$ cat config.mk
export PLATFORM = sky130hd
export DESIGN_NAME = mem_wb_stage_reg
export DESIGN_NICKNAME = d
export VERILOG_FILES = /design/src/rtl/mem_wb_stage_reg_pkg.sv /design/src/rtl/mem_wb_stage_reg_wb_data_mux.sv /design/src/rtl/mem_wb_stage_reg.sv
export SDC_FILE = /design/constraint.sdc
export NUM_CORES = 1
export LEC_CHECK = 0
export ABC_CLOCK_PERIOD_IN_PS = 2700
export CAP_MARGIN = 25
export CORE_MARGIN = 1
export CORE_UTILIZATION = 35
export CTS_CLUSTER_DIAMETER = 80
export CTS_CLUSTER_SIZE = 8
export DETAILED_ROUTE_END_ITERATION = 7
export GPL_ROUTABILITY_DRIVEN = 0
export PLACE_DENSITY = 0.77
export SLEW_MARGIN = 25
export SYNTH_ARGS = -nofsm -noshare
export SYNTH_HDL_FRONTEND = slang
export SYNTH_SLANG_ARGS = --single-unit
$ cat constraint.sdc
create_clock -name clk -period 2.7 [get_ports clk]
set_clock_uncertainty 0.15 [all_clocks]
set_input_delay 0.405 -clock clk [delete_from_list [all_inputs] [get_ports clk]]
set_output_delay 0.405 -clock clk [all_outputs]
set_load 0.01 [all_outputs]
$ cat src/rtl/mem_wb_stage_reg_pkg.sv
// mem_wb_stage_reg_pkg: shared widths and bubble constant for the MEM->WB stage register
package mem_wb_stage_reg_pkg;
  localparam int DATA_W_DEF = 16;
  localparam int REG_ADDR_W_DEF = 3;
  localparam int RETIRE_W = 32;
  localparam logic [63:0] BUBBLE = '0;
endpackage

$ cat src/rtl/mem_wb_stage_reg_wb_data_mux.sv
// mem_wb_stage_reg_wb_data_mux: 2:1 write-back data select (sel=1 picks load data)
module mem_wb_stage_reg_wb_data_mux #(
  parameter int DATA_W = 16
) (
  input  logic              sel,
  input  logic [DATA_W-1:0] alu,
  input  logic [DATA_W-1:0] load,
  output logic [DATA_W-1:0] y
);
  assign y = sel ? load : alu;
endmodule

$ cat src/rtl/mem_wb_stage_reg.sv
// mem_wb_stage_reg: MEM->WB pipeline register with stall/flush; MEM_WB_RETIRE_CNT_EN adds retire_count
module mem_wb_stage_reg
  import mem_wb_stage_reg_pkg::*;
#(
  parameter int DATA_W = DATA_W_DEF,
  parameter int REG_ADDR_W = REG_ADDR_W_DEF
) (
  input  logic                  clk,
  input  logic                  rst,
  input  logic                  flush,
  input  logic                  stall,
  input  logic                  mem_valid,
  input  logic                  mem_reg_write,
  input  logic                  mem_mem_to_reg,
  input  logic [DATA_W-1:0]     mem_alu_result,
  input  logic [DATA_W-1:0]     mem_read_data,
  input  logic [REG_ADDR_W-1:0] mem_write_reg,
  output logic                  wb_valid,
  output logic                  wb_reg_write,
  output logic                  wb_mem_to_reg,
  output logic [DATA_W-1:0]     wb_alu_result,
  output logic [DATA_W-1:0]     wb_read_data,
  output logic [REG_ADDR_W-1:0] wb_write_reg,
  output logic [DATA_W-1:0]     wb_write_data,
`ifdef MEM_WB_RETIRE_CNT_EN
  output logic [RETIRE_W-1:0]   retire_count,
`endif
  output logic                  wb_rf_we
);
  // stage register: reset/flush insert a bubble, stall holds, otherwise capture MEM
  always_ff @(posedge clk) begin
    if (rst || flush) begin
      wb_valid      <= BUBBLE[0];
      wb_reg_write  <= BUBBLE[0];
      wb_mem_to_reg <= BUBBLE[0];
      wb_alu_result <= BUBBLE[DATA_W-1:0];
      wb_read_data  <= BUBBLE[DATA_W-1:0];
      wb_write_reg  <= BUBBLE[REG_ADDR_W-1:0];
    end else if (!stall) begin
      wb_valid      <= mem_valid;
      wb_reg_write  <= mem_reg_write;
      wb_mem_to_reg <= mem_mem_to_reg;
      wb_alu_result <= mem_alu_result;
      wb_read_data  <= mem_read_data;
      wb_write_reg  <= mem_write_reg;
    end
  end
`ifdef MEM_WB_RETIRE_CNT_EN
  // retire counter: counts valid instructions actually loaded; flush does not clear it
  always_ff @(posedge clk) begin
    if (rst) retire_count <= '0;
    else if (!flush && !stall && mem_valid) retire_count <= retire_count + 1'b1;
  end
`endif
  assign wb_rf_we = wb_valid & wb_reg_write;
  mem_wb_stage_reg_wb_data_mux #(.DATA_W(DATA_W)) u_mux (
    .sel  (wb_mem_to_reg),
    .alu  (wb_alu_result),
    .load (wb_read_data),
    .y    (wb_write_data)
  );
endmodule

# Yosys cells after proc, flatten, opt, wreduce, memory -nomap -nowiden
# Cells that the tools add are included.
[totals] elab_cells=9 regBits=38
[classes] mux=1 n_bitwise=1 reduce_logical=1
[ops] operator="16-bit two-way mux" n=1
[ops] operator="1-bit AND" n=1
[ops] operator="1-bit logical OR" n=1

# Logic depth before layout (Yosys ltp)
[logic_depth] word_depth=1 ltp_mapped=4 ltp_nobuf=2

# Cells and area by module
# From an unflattened synthesis, not the netlist that was laid out.
[hier_totals] hier_cells=142 area_unflattened_um2=1621.6
[modules_own_cells] module="mem_wb_stage_reg" instances=1 cells_each=124 area_per_inst_um2=1372.6
[modules_own_cells] module="mem_wb_stage_reg_wb_data_mux" instances=1 cells_each=18 area_per_inst_um2=249.0

# Worst setup path after synthesis
# OpenSTA, ideal clock, no wires.
[synth_path] kind="register -> output" startpoint="register wb_mem_to_reg" endpoint="output port wb_write_data[10]" required_time_ns=2.145 slack_ns=1.067 t_arrival_ns=1.078 stages_incl_launch_ff=4 cell_sequence="dfxtp_1 > buf_2 > buf_6 > mux2_1"
[synth_between] elab_chain_len=1
[synth_lines] item="start: declaration" line_no="mem_wb_stage_reg.sv:20" source="output logic wb_mem_to_reg,"
[synth_lines] item="start signal: assignment" line_no="mem_wb_stage_reg.sv:35" source="wb_mem_to_reg <= BUBBLE[0];"
[synth_lines] item="start signal: assignment" line_no="mem_wb_stage_reg.sv:42" source="wb_mem_to_reg <= mem_mem_to_reg;"
[synth_lines] item="16-bit two-way mux" line_no="mem_wb_stage_reg_wb_data_mux.sv:10" source="assign y = sel ? load : alu;"
[synth_lines] item="end: declaration" line_no="mem_wb_stage_reg.sv:24" source="output logic [DATA_W-1:0] wb_write_data,"
# Every way passes these cells.

# Final worst setup path
[layout_path] startpoint="register wb_mem_to_reg" endpoint="output port wb_write_data[9]"
# The elaborated chain is that of the path after synthesis.

==> out/metrics.yaml <==
status: "completed"
core.rowCount: 23
min_period_over_period: 0.890
slew_viol_final: 0
comb_power_share: 0.171
die_x_microns: 68.9
wl_per_cell_microns: 13.2
synth_top_cells_by_area: "dfxtp_1 (49%), mux2i_1 (24%), mux2_1 (12%)"
ys_seq_area_frac: 0.486
critPathKind: "reg -> out"
power_mw: 1.19
fin_util: 0.633
syn-num-nets: 184
ys_seq_elements: 38
drt_iter0_drc: 61
core_area_sq_um: 4140
netlist_area_sq_um: 1570
area_delta_synth_final_pct: 67.5
synth_top_area_share: 0.486
drcViolationCount: 0
p_int_uw: 917
final_cell_mix: "clkdlybuf4s50_1 (95), mux2i_1 (38), nor2_1 (38), dfxtp_1 (38), mux2_1 (16)"
vias_per_cell: 4.53
fmax_mhz: 416
worstReg2RegStart: "wb_mem_to_reg"
r2r_setup_slack_ns: 1.58
cts.sink_count: 38
crit_path_start_kind: "flip-flop"
period_needed_ns: 2.40
yosysWarnings: 0
clockRootBuffer: "clkbuf_8"
vias: 1309
critPathLaunch: "wb_mem_to_reg"
worst_pin_slew_ns: 0.597
clock_latency_ns: 0.29
antenna_left: 0
drv_cap: 0
yosysTopAreaCell: "dfxtp_1"
power_density_nw_per_um2: 455
hold_path.class: "reg -> reg"
fill_cells: 366
swShare: 0.232
worstSetupEndpoint: "wb_write_data[9]"
synthCells: 142
io_pins: 97
syn_area_per_cell_sq_um: 11.0
worstPathMaxFanout: 13
htree_levels: 2
first_pass_iters: 4
ctsLongestPathBuffers: 2
clkPwrFrac: 0.333
setup_viol: 0
slew_headroom: 0.602
grt_max_degree: 39
worstPathRequired_ns: 2.14
p_sw_uw: 277
nets: 280
grt_pass1_vias: 1172
grt_setup_unrepaired: "false"
crit_arrival_ns: 1.85
drive_above_1_share: 0.0460
ir_drop_mv: 0.300
yosys.cell_types.count: 10
post_cts_buffers: 0
cts_tree: "yes"
finalSetupTns_ns: 0
fp.dieArea_sq_um: 4740
whs_ns: 0.348
critPathCaptureType: "output port"
wl_microns: 3810
ctsHoldBuffers: 0
power_frac_seq: 0.497
finalHoldViolCount: 0
grt_first_pass_wirelength_microns: 5520
portBuffers: 96
cts_made_buffers: 5
rr_worst_depth: 3
grt_antenna_before_repair: 0
die_height_microns: 68.9
p_leak_nw: 1.10
overflow: 0
r2r-end: "wb_mem_to_reg"
ctsResizeCount: 0
clk_pin_slew_worst_paths_ns: 0.07
grt_use_total: 0.166
place.detailed.hpwl_microns: 2710
floorplan.initialDensity: 0.378
final_common_cell: "clkdlybuf4s50_1"
antenna_cells: 0
-- metrics by stage --
step	setup slack, ns	std cells	instance area [sq um]
after floorplan	1.07	142	1570
after global placement	0.635	281	2530
after detailed placement	0.604	281	2530
after CTS	0.267	289	2620
after global routing	0.185	289	2620
final	0.296	289	2620
-- power by group through the flow --
stage,Combinational [mW],Sequential [mW],Clock (mW)
floorplan,0.0816,0.611,0
CTS,0.206,0.593,0.414
finish,0.204,0.593,0.397
global route,0.219,0.595,0.433
detailed placement,0.205,0.606,0
global placement,0.203,0.605,0
-- layout make-up --
class / instances / area, sq um / area share
repair buffers: 99 / 991 / 0.378
flip-flops and latches: 38 / 761 / 0.290
multi-input cells: 94 / 716 / 0.273
clock buffers: 7 / 86.3 / 0.0329
well taps: 50 / 62.6 / 0.0239
clock inverters: 1 / 5.00 / 0.00191
-- metal layers --
layer  GRT usage  up-vias  wire [microns]
li1            -      667               -
met1       0.188      580            1650
met2       0.261       55            1740
met3      0.0806        7             353
met4      0.0765        0              62
met5           0        -               0
-- logic make-up after synthesis --
logic type | synth area share
buffers and inverters | 0.0568
and+or+nand+nor | 0.0991
muxes | 0.358
DFF | 0.486
-- critical path, cell delays in order, from the launching register on --
cell and delay (ns):
dfxtp_1 0.44, buf_4 0.28, mux2_1 0.35, clkdlybuf4s50_1 0.48
-- synthesized netlist by cell type, drive strengths merged --
cell	number
clkbuf	1
buf	9
and2	1
mux2i	38
dfxtp	38
mux2	16
nor2	38
or2	1
-- how the worst min path moves through the flow --
| stage | slack [ns] | depth (start not counted) | startpoint | to |
|---|---|---|---|---|
| floorplan | 0.39 | 2 | wb_write_reg[0] | wb_write_reg[0] |
| global placement | 0.33 | 2 | wb_write_reg[0] | wb_write_reg[0] |
| detailed placement | 0.33 | 2 | wb_write_reg[0] | wb_write_reg[0] |
| CTS | 0.35 | 2 | wb_write_reg[0] | wb_write_reg[0] |
| global route | 0.40 | 2 | wb_write_reg[1] | wb_write_reg[1] |
| finish | 0.35 | 2 | wb_write_reg[0] | wb_write_reg[0] |
Power figures use the tool's default switching activity.
